`config.mk`:
```
export PLATFORM = sky130hd
export DESIGN_NAME = plru_ctrl
export DESIGN_NICKNAME = d
export VERILOG_FILES = /design/src/rtl/plru_pkg.sv /design/src/rtl/plru_tree_logic.sv /design/src/rtl/plru_ctrl.sv
export SDC_FILE = /design/constraint.sdc
export NUM_CORES = 1
export LEC_CHECK = 0
export ABC_AREA = 1
export BUFFER_PORTS_ARGS = -buffer_cell sky130_fd_sc_hd__clkbuf_2
export CAP_MARGIN = 10
export CORE_MARGIN = 4
export CORE_UTILIZATION = 41
export CTS_BUF_LIST = sky130_fd_sc_hd__clkbuf_4
export DETAILED_ROUTE_END_ITERATION = 10
export PLACE_DENSITY_LB_ADDON = 0.05
export RECOVER_POWER = 50
export SLEW_MARGIN = 20
export SYNTH_ARGS = -nofsm -noshare
export SYNTH_HDL_FRONTEND = slang
export SYNTH_SLANG_ARGS = --single-unit
```
`constraint.sdc`:
```
create_clock -name clk0 -period 10.15 [get_ports clk0]
set_input_delay 1.5225 -clock clk0 [delete_from_list [all_inputs] [get_ports clk0]]
set_output_delay 1.5225 -clock clk0 [all_outputs]
set_load 0.005 [all_outputs]
```
`src/rtl/plru_pkg.sv`:
```
// Purpose: shared types and pure tree-PLRU helpers for the replacement controller.
// Latency: functions only, no state.
// Backpressure: n/a.
// Helpers work on a fixed maximum-width tree (up to 64 ways). The caller passes the
// real way count and zero-pads the unused upper bits.
package plru_pkg;

    typedef enum logic [1:0] {
        ST_IDLE   = 2'd0,
        ST_READ   = 2'd1,
        ST_UPDATE = 2'd2,
        ST_FLUSH  = 2'd3
    } plru_state_e;

    localparam int PLRU_MAX_WAYS = 64;
    localparam int PLRU_IDX_W    = 6;

    typedef logic [PLRU_MAX_WAYS-1:0] plru_vec_t;
    typedef logic [PLRU_IDX_W-1:0]    plru_way_t;

    // Walk from the root: bit 0 steps to the low child (2i+1), bit 1 to the high child (2i+2).
    // Once the node index passes the last internal node it is a leaf, and leaf - (ways-1) is the way.
    function automatic plru_way_t plru_victim(input plru_vec_t tree, input int num_ways);
        int node;
        node = 0;
        for (int l = 0; l < PLRU_IDX_W; l++) begin
            if (node < num_ways - 1) begin
                node = 2 * node + 1 + int'(tree[node[5:0]]);
            end
        end
        return plru_way_t'(node - (num_ways - 1));
    endfunction

    // Climb from the leaf of 'way' to the root. A low child (odd index) makes its parent
    // point high (1); a high child makes its parent point low (0).
    function automatic plru_vec_t plru_touch(input plru_vec_t tree, input plru_way_t way,
                                             input int num_ways);
        plru_vec_t t;
        int        node;
        int        parent;
        t    = tree;
        node = int'(way) + num_ways - 1;
        for (int l = 0; l < PLRU_IDX_W; l++) begin
            if (node > 0) begin
                parent           = (node - 1) >> 1;
                t[parent[5:0]]   = node[0];
                node             = parent;
            end
        end
        return t;
    endfunction

    // Lowest-index way whose valid bit is clear. Returns 0 if none (caller checks).
    function automatic plru_way_t first_invalid(input plru_vec_t valid, input int num_ways);
        plru_way_t way;
        logic      found;
        way   = '0;
        found = 1'b0;
        for (int i = 0; i < PLRU_MAX_WAYS; i++) begin
            if (i < num_ways && !found && !valid[i]) begin
                way   = plru_way_t'(i);
                found = 1'b1;
            end
        end
        return way;
    endfunction

endpackage

```
`src/rtl/plru_tree_logic.sv`:
```
// Purpose: combinational tree-PLRU victim select and next-tree for one set.
// Latency: purely combinational.
// Backpressure: none.
// Ports: tree (current set state), hit/way (touch way when hit), victim (tree walk),
//        sel_way (way to report and touch), next_tree (tree after touching sel_way).
module plru_tree_logic
    import plru_pkg::*;
#(
    parameter int NUM_WAYS = 4
) (
    input  logic [NUM_WAYS-2:0]         tree,
    input  logic                        hit,
    input  logic [$clog2(NUM_WAYS)-1:0] way,
    output logic [$clog2(NUM_WAYS)-1:0] victim,
    output logic [$clog2(NUM_WAYS)-1:0] sel_way,
    output logic [NUM_WAYS-2:0]         next_tree
);
    localparam int WW = $clog2(NUM_WAYS);

    plru_vec_t tree_ext;
    plru_vec_t next_ext;
    plru_way_t victim_ext;
    plru_way_t sel_ext;
    logic      unused_ext;

    always_comb begin
        tree_ext                 = '0;
        tree_ext[NUM_WAYS-2:0]   = tree;
        victim_ext               = plru_victim(tree_ext, NUM_WAYS);
        victim                   = victim_ext[WW-1:0];
        sel_way                  = hit ? way : victim;
        sel_ext                  = '0;
        sel_ext[WW-1:0]          = sel_way;
        next_ext                 = plru_touch(tree_ext, sel_ext, NUM_WAYS);
        next_tree                = next_ext[NUM_WAYS-2:0];
    end

    // Upper bits of the max-width helpers are padding only.
    assign unused_ext = ^{victim_ext, next_ext};

endmodule

```
`src/rtl/plru_ctrl.sv`:
```
// Purpose: per-set tree-PLRU state owner; serialised read-modify-write on hit/miss, set-by-set flush.
// Latency: request accepted at edge N gives a one-cycle rsp_valid two cycles later; 1 request per 3 cycles.
// Backpressure: req_ready only in IDLE without flush_req; rsp has none. Optional PLRU_INVALID_FIRST_EN
// adds the way_valid port: misses then pick the lowest invalid way before consulting the tree.
// Ports: clk0/rst0 (sync active-high), req_* request, way_valid (optional), flush_req/flush_busy,
//        rsp_valid/rsp_way response.
module plru_ctrl
    import plru_pkg::*;
#(
    parameter int NUM_WAYS = 4,
    parameter int NUM_SETS = 16
) (
    input  logic                        clk0,
    input  logic                        rst0,
    input  logic                        req_valid,
    output logic                        req_ready,
    input  logic [$clog2(NUM_SETS)-1:0] req_set,
    input  logic                        req_hit,
    input  logic [$clog2(NUM_WAYS)-1:0] req_way,
`ifdef PLRU_INVALID_FIRST_EN
    input  logic [NUM_WAYS-1:0]         way_valid,
`endif
    input  logic                        flush_req,
    output logic                        flush_busy,
    output logic                        rsp_valid,
    output logic [$clog2(NUM_WAYS)-1:0] rsp_way
);
    localparam int WW = $clog2(NUM_WAYS);
    localparam int SW = $clog2(NUM_SETS);
    localparam int TW = NUM_WAYS - 1;

    plru_state_e   state_q, state_d;
    logic [SW-1:0] set_q, set_d;
    logic          hit_q, hit_d;
    logic [WW-1:0] way_q, way_d;
    logic [TW-1:0] tree_rd_q, tree_rd_d;
    logic [SW-1:0] flush_cnt_q, flush_cnt_d;
    logic [TW-1:0] tree_q [NUM_SETS];
    logic [TW-1:0] tree_d [NUM_SETS];

    logic          eff_hit;
    logic [WW-1:0] eff_way;
    logic [WW-1:0] victim;
    logic [WW-1:0] sel_way;
    logic [TW-1:0] next_tree;

`ifdef PLRU_INVALID_FIRST_EN
    logic [NUM_WAYS-1:0] way_valid_q, way_valid_d;
    plru_vec_t           valid_ext;
    plru_way_t           inv_way_full;
    logic                unused_inv;
    assign unused_inv = ^inv_way_full;
`endif

    // A miss with an invalid way is presented to the tree logic as a hit on that way,
    // so the reported victim is also the way that gets touched.
    always_comb begin
        eff_hit = hit_q;
        eff_way = way_q;
`ifdef PLRU_INVALID_FIRST_EN
        valid_ext               = '1;
        valid_ext[NUM_WAYS-1:0] = way_valid_q;
        inv_way_full            = first_invalid(valid_ext, NUM_WAYS);
        if (!hit_q && !(&way_valid_q)) begin
            eff_hit = 1'b1;
            eff_way = inv_way_full[WW-1:0];
        end
`endif
    end

    plru_tree_logic #(.NUM_WAYS(NUM_WAYS)) u_tree_logic (
        .tree      (tree_rd_q),
        .hit       (eff_hit),
        .way       (eff_way),
        .victim    (victim),
        .sel_way   (sel_way),
        .next_tree (next_tree)
    );

    always_comb begin
        state_d     = state_q;
        set_d       = set_q;
        hit_d       = hit_q;
        way_d       = way_q;
        tree_rd_d   = tree_rd_q;
        flush_cnt_d = flush_cnt_q;
        tree_d      = tree_q;
`ifdef PLRU_INVALID_FIRST_EN
        way_valid_d = way_valid_q;
`endif
        case (state_q)
            ST_IDLE: begin
                if (flush_req) begin
                    state_d     = ST_FLUSH;
                    flush_cnt_d = '0;
                end else if (req_valid) begin
                    state_d = ST_READ;
                    set_d   = req_set;
                    hit_d   = req_hit;
                    way_d   = req_way;
`ifdef PLRU_INVALID_FIRST_EN
                    way_valid_d = way_valid;
`endif
                end
            end
            ST_READ: begin
                tree_rd_d = tree_q[set_q];
                state_d   = ST_UPDATE;
            end
            ST_UPDATE: begin
                tree_d[set_q] = next_tree;
                state_d       = ST_IDLE;
            end
            ST_FLUSH: begin
                tree_d[flush_cnt_q] = '0;
                if (flush_cnt_q == SW'(NUM_SETS - 1)) begin
                    state_d = ST_IDLE;
                end else begin
                    flush_cnt_d = flush_cnt_q + 1'b1;
                end
            end
            default: state_d = ST_IDLE;
        endcase
    end

    always_ff @(posedge clk0) begin
        if (rst0) begin
            state_q     <= ST_IDLE;
            set_q       <= '0;
            hit_q       <= 1'b0;
            way_q       <= '0;
            tree_rd_q   <= '0;
            flush_cnt_q <= '0;
            for (int s = 0; s < NUM_SETS; s++) begin
                tree_q[s] <= '0;
            end
`ifdef PLRU_INVALID_FIRST_EN
            way_valid_q <= '1;
`endif
        end else begin
            state_q     <= state_d;
            set_q       <= set_d;
            hit_q       <= hit_d;
            way_q       <= way_d;
            tree_rd_q   <= tree_rd_d;
            flush_cnt_q <= flush_cnt_d;
            tree_q      <= tree_d;
`ifdef PLRU_INVALID_FIRST_EN
            way_valid_q <= way_valid_d;
`endif
        end
    end

    // rst0 during UPDATE aborts the access, so the response is suppressed that same cycle.
    assign req_ready  = (state_q == ST_IDLE) && !flush_req;
    assign flush_busy = (state_q == ST_FLUSH);
    assign rsp_valid  = (state_q == ST_UPDATE) && !rst0;
    assign rsp_way    = rsp_valid ? sel_way : '0;

endmodule
```
==> results of run 1 <==
-- layout make-up --
cell class              instances  area (sq um)
clock buffers                   9         67.56
clock inverters                 7         48.80
fillers                      1146          5692
inverters                     102         382.9
multi-input cells             518          2676
flip-flops and latches         64          1281
well taps                     136         170.2
repair buffers                 19         97.59
-- per-stage QoR --
step	setup WS [ns]	std cells	hold WS, ns	instance area, sq um	util (%)
after floorplan	5.088	707	0.4387	4434	-
after global placement	4.499	839	0.4471	4616	44.31
after detailed placement	4.353	839	0.4524	4616	44.31
after CTS	4.310	855	0.4662	4732	45.43
after global routing	3.658	855	0.4820	4725	45.36
final	4.278	855	0.4683	4725	45.36
-- layer usage --
metal  up-vias  wire length, um  GRT usage [%]  part of all wire, %
li1       2328                -              -                    -
met1      2088             6015          27.46                   47
met2       102             5906          34.45                   46
met3        17              604          2.989                  4.8
met4         0              181          6.090                  1.4
met5         -                0              0                    0
-- synthesized netlist by cell type, drive strengths merged --
cell	n	area, sq um
nand3	27	195.2
inv	101	379.1
ha	16	200.2
a211oi	5	37.54
nor3	8	40.04
dfxtp	64	1281
a21oi	96	521.8
a31oi	18	112.6
a22oi	24	180.2
o21a	3	22.52
o21ai	36	187.7
nand2	194	763.2
nand4	10	77.57
clkinv	1	3.750
clkbuf	20	75.07
o221ai	1	8.760
buf	3	26.27
or2	1	6.260
nor2	78	307.8
o21bai	1	7.510
-- state kept, by name (all words and copies together), names as in the netlist --
name         count
tree_q          48
flush_cnt_q      4
set_q            4
tree_rd_q        3
eff_way          2
state_q          2
eff_hit          1
-- cell families after synthesis --
group,count (synthesis)
and+or+nand+nor,318
AOI/OAI and AO/OA,184
buffers and inverters,125
adders and majority gates,16
DFF,64
-- worst paths after layout --
kind,to,slack [ns],cells past startpoint,start
hold / removal,tree_q[4],0.47,2,tree_q[4]
setup reg to reg,tree_q[0],4.28,39,tree_rd_q[0]
setup / recovery,tree_q[0],4.28,39,tree_rd_q[0]
hold reg to reg,tree_q[4],0.47,2,tree_q[4]
-- critical path: cells and delay by family (launching register included) --
kind | cells | cell delay (ns)
AOI/OAI and AO/OA | 4 | 0.63
and+or+nand+nor | 20 | 2.24
buffers and inverters | 8 | 0.71
DFF | 1 | 0.40
adders and majority gates | 7 | 1.67
-- layout by cell type, fill, tap and decap left out, drive strengths merged --
master	count
nand2	194
inv	101
a21oi	96
nor2	78
dfxtp	64
o21ai	36
nand3	27
clkbuf	26
a22oi	24
a31oi	18
ha	16
nand4	10
nor3	8
a211oi	5
clkinv	5
o21a	3
clkinvlp	3
buf	2
or2	1
o221ai	1
o21bai	1
==> results.md, run 1 <==
* Status: finished, violations left
* Failing checks: max-capacitance violations, max-slew violations
* Layout cells sized above 1 at 10.71%
* Syn nets at 734
* Post-DP HPWL at 9137 um
* Worst skew pair latency at 0.42 ns
* Drt drc at 0
* Vias post-DR at 4535
* Slowest CP cell: dfxtp_1
* Post-CTS setup buffer count at 0
* CTS tree: yes
* Worst Path Required at 10.38 ns
* MaxCap Viol Count at 2
* Relative slew slack at -24.03%
* Fmax at 170.3 MHz
* PostCTS Resize Cnt at 0
* Routed Antenna Nets at 0
* WL final at 12710 um
* Global route total overflow at 0
* CTS buffer count at 9
* Die H at 112.0 um
* Area grow syn2layout at 6.546%
* Final period demand of the worst path at 5.872 ns
* Setup CP Type: reg -> reg
* Fin crit share at 57.86%
* Post-Syn Area at 0.004434 sq mm
* Port-buffer cells at 15
* Adder-Cell Fraction of Synth Area at 4.515%
* Yosys reg bits at 64
* Clk sinks at 64
* Worst-Margin Slew at 1.860 ns
* Row count at 37
* Worst hold-check path type: reg -> reg
* Synth Area in Compound Gates at 24.32%
* Max clock buf depth at 2
* Largest net degree at the start of global routing at 41
* CP dominant cell by count: nand2_1
* Worst Setup End Kind: register
* Mux contribution to synthesized area at 0%
* Root Driver: clkbuf_4
* DIE WIDTH at 112.0 um
* Avg Vias per Cell at 5.304
* Yosys warnings at 0
* Antenna diodes at 0
* Pre-antenna DRT Iters at 5
* CORE AREA at 0.01042 sq mm
* Setup-failing EPs final at 0
* Num ports at 16
* Sequential-to-total area share from yosys stat at 28.89%
* Unrepaired setup endpoints after global routing: no
* Synth cell types at 32
* Initial antenna violation count at 0
* CP max stage delay at 0.40 ns
* Pins Over Slew Limit at 74
* H-tree Lvls at 3
* Hold-fix buffers at CTS at 0
* Mapped Cells at 707
* Mean area per synthesized cell at 6.272 sq um
* Initial DRC Count at 338
* Startpoint Class: register
* Largest family of logic cells by synthesized area: simple AND/OR/NAND/NOR gates
* CP Max Fanout at 16
* Worst-path clk slew at 0.11 ns
* Clk_skew at 0.01455 ns
* First-pass GRT wire length at 21250 um
* Vias in the first global route at 4399
* Hold violation count in the final report at 0
* Crit path DAT at 6.10 ns
* Final Net Count at 741
* Setup TNS at 0 ns
* GP Congestion at 0.8155
* Simple-gate share of the synthesized area at 31.35%
* Die Area at 0.01254 sq mm
* Post-Synth XOR/XNOR Area at 0%
* Starting Density at 42.57%
* Gr usage total at 20.56%
* Routed WL per cell at 14.86 um
Power of run 1 is left out: the tool's default activity adds up to more than one toggle a clock period on the data nets, which glitch-free logic cannot reach.
==> run 2, diff against run 1 <==
Settings changed: ABC_AREA 1 to 0.
Clock period 10.15 ns to 5.03 ns, I/O delays scaled along.
==> results.md, run 2 <==
* Mean area per synthesized cell at 8.030 sq um (+28%)
* Utilization after layout at 55.43% (+10 points)
* Port-buffer cells at 15 (unchanged)
* Largest net degree at the start of global routing at 62 (+51%)
* Hold-fix buffers at CTS at 0 (unchanged)
* Synth cell types at 71 (+120%)
* EDFF count, synth at 0 (unchanged)
* Antenna diodes at 0 (unchanged)
* Crit path DAT at 6.75 ns (+0.65 ns)
* Worst hold-check path type: reg -> reg
* Clk sinks at 64 (unchanged)
* Worst Setup End Kind: register
* Slowest CP cell: or4_4
* CP dominant cell by count: ha_4
* Max clock buf depth at 2 (unchanged)
* Adder-Cell Fraction of Synth Area at 4.034% (-0.48 points)
* Root Driver: clkbuf_4
* Worst path bufs/invs at 6 (-2)
* Met3 Use GR at 3.604% (+0.61 points)
* Die H at 118.0 um (+5.4%)
* Most common cell after layout, fill and taps aside: buf_4
* Worst Path Required at 5.38 ns (-5.00 ns)
* Post-Syn Area at 0.004962 sq mm (+12%)
* Hold violation count in the final report at 0 (unchanged)
* Worst-path clk slew at 0.11 ns (about the same)
* Setup-failing EPs final at 16 (+16)
* Main synth FF type: dfxtp_1
* Row count at 39 (+5.4%)
* Final setup margin at -1.370 ns (-5.648 ns)
* Routed WL per cell at 18.03 um (+21%)
* Vias in the first global route at 5096 (+16%)
* Reg area at 0.001286 sq mm (+0.39%)
* Yosys reg bits at 64 (unchanged)
* CORE AREA at 0.01161 sq mm (+11%)
* Async SR Flop Fraction at 0% (unchanged)
* CP max stage delay at 0.44 ns (+0.04 ns)
* Clk_skew at 0.01285 ns (-0.001699 ns)
* Initial DRC Count at 515 (+52%)
* Starting Density at 42.73% (+0.16 points)
* Top post-synthesis cells by area: dfxtp_1 26%, nor2_1 8.2%, mux4_2 6.8%, a22oi_1 4.8%, ha_1 4.0%
* CTS buffer count at 9 (unchanged)
* Fin crit share at 127.2% (+69 points)
* Leak Pwr at 0.002395 uW
* Multi-input logic area at 0.003679 sq mm (+37%)
* Met1 Resource Use GR at 27.43% (-0.033 points)
* Yosys warnings at 0 (unchanged)
* Mapped Cells at 618 (-13%)
* MaxCap Viol Count at 0 (-2)
* Routed Antenna Nets at 0 (unchanged)
* Post-DP Area at 0.006020 sq mm (+30%)
* Routing usage on met2 at 38.74% (+4.3 points)
* Synth cell count leaders: 109 x nor2_1, 64 x dfxtp_1, 43 x nand2_1, 32 x a22oi_1, 31 x clkbuf_1
* CP Max Fanout at 8 (-8)
* Simple-gate share of the synthesized area at 22.54% (-8.8 points)
* Synth Area in Compound Gates at 29.30% (+5.0 points)
* Most common cell in the netlist: nor2_1
* Post-DP HPWL at 10890 um (+19%)
* Avg Vias per Cell at 5.927 (+12%)
* Fmax at 156.2 MHz (-8.2%)
* Final period demand of the worst path at 6.400 ns (+0.5277 ns)
* Post-Synth XOR/XNOR Area at 0.8825% (+0.88 points)
* Final Net Count at 743 (+0.27%)
* CP delay by family, top: simple AND/OR/NAND/NOR gates
* Pwr Density at 821.5 mW/mm^2
* Worst skew pair latency at 0.43 ns (about the same)
* Worst-Margin Slew at 1.018 ns (-0.8425 ns)
* Layout cells sized above 1 at 34.81% (+24 points)
* Status: finished, violations left
* Top Registers: tree_q (48), flush_cnt_q (4), set_q (4)
* Setup CP Type: reg -> reg
* Num ports at 16 (unchanged)
* Sequential-to-total area share from yosys stat at 25.82% (-3.1 points)
* Max FFs per register at 48 (unchanged)
* Top reg by flops: tree_q
* Post-route cell area at 0.006437 sq mm (+36%)
* WL final at 15580 um (+23%)
* # fillers at 1076 (-6.1%)
* Failing checks: negative setup slack
* Area grow syn2layout at 29.73%
* Largest family of logic cells by synthesized area: compound AO/OA/AOI/OAI gates
* Gr usage total at 22.20% (+1.6 points)
* Relative slew slack at 32.04% (+56 points)
* GP Congestion at 0.8800 (+7.9%)
* Pins Over Slew Limit at 0 (-100%)
* Mux contribution to synthesized area at 11.27% (+11 points)
* Drt drc at 0 (unchanged)
* Unrepaired setup endpoints after global routing: yes
* Share of Yosys cell area claimed by the top area cell type at 25.82% (-3.1 points)
* Peak VDD IR at 0.7325 mV
* Pre-antenna DRT Iters at 9 (+4)
* CTS tree: yes
* Synth area leader: dfxtp_1
* DIE WIDTH at 118.0 um (+5.4%)
* First-pass GRT wire length at 25600 um (+20%)
* Gr busiest metal: met2
* H-tree Lvls at 3 (unchanged)
* Syn nets at 645 (-12%)
* Vias post-DR at 5121 (+13%)
* Global route total overflow at 0 (unchanged)
* Die Area at 0.01393 sq mm (+11%)
* Most frequent cells in the layout: 110 x buf_4, 106 x nor2_1, 62 x dfxtp_1, 39 x nand2_1, 32 x a22oi_1
* Startpoint Class: register
* Initial antenna violation count at 0 (unchanged)
[run 2: changes by cell type in the layout (fill, tap and decap cells not counted), moves of 9 or more]
cell and delta:
mux4_2 +15, a221oi_2 +13, o211ai_2 +11, a21oi_1 -57, o211ai_1 +12, ha_1 -10, mux2i_1 +12, nor2b_1 +9
nand2_1 -143, buf_4 +108, nor2_1 +32, a21oi_2 -11, inv_1 -74
[run 2: repair_timing]
item,4_1_cts,5_1_grt
setup buffers,9,3
setup endpoints to repair,16,16
gates resized for setup,10,17
pin swaps,4,21
cloned,1,1
[run 2: layout make-up]
class | instances | share of cell area (%)
Clock buffer | 10 | 1.166
Timing Repair Buffer | 131 | 15.90
Multi-Input combinational cell | 481 | 57.14
Clock inverter | 6 | 1.302
Sequential cell | 64 | 19.98
Inverter | 29 | 1.730
Tap cell | 143 | 2.779
[run 2: metal layers]
layer	vias up	wire length, um
met5	-	0
met4	0	336
met3	29	653
met2	143	7878
met1	2460	6708
li1	2489	-
[run 2: metrics by stage]
stage               power (uW)  cells  TNS (ns)  hold slack, ns  setup slack (ns)
floorplan                 2930    618    -28.98          0.4332            -1.881
global placement          4166    834    -20.92          0.4532            -1.333
detailed placement        4215    834    -21.45          0.4615            -1.377
CTS                       4990    860    -20.93          0.4764            -1.349
global route              5676    864    -25.38          0.5192            -1.637
finish                    5288    864    -21.17          0.4896            -1.370
[run 2: logic make-up (layout without fill, tap and decap cells)]
| logic type | count (synthesis) | in the layout |
|---|---|---|
| and+or+nand+nor | 240 | 240 |
| buffers and inverters | 73 | 176 |
| DFF | 64 | 64 |
| muxes | 36 | 36 |
| xor gates and xnor gates | 5 | 5 |
| adders and majority gates | 16 | 16 |
| AOI/OAI and AO/OA | 184 | 184 |
[run 2: tightest hold or removal path, stage by stage, from the launching register on]
cell      delay (ns)
dfxtp_1         0.34
inv_1           0.06
a221oi_2        0.05
[run 2: final timing paths]
| path | cells after the start | from | slack [ns] | endpoint |
|---|---|---|---|---|
| min reg2reg | 2 | tree_q[42] | 0.49 | tree_q[42] |
| max | 31 | tree_rd_q[0] | -1.37 | tree_q[15] |
| min | 2 | tree_q[42] | 0.49 | tree_q[42] |
| max reg2reg | 31 | tree_rd_q[0] | -1.37 | tree_q[15] |
[run 2: where the power goes]
part | leakage [uW] | internal (uW) | switching, uW
Sequential | 0.000519 | 524 | 26.6
Combinational | 0.00180 | 2150 | 2190
Clock | 0.0000800 | 204 | 196
No activity file was read; power rests on OpenSTA's default activity.
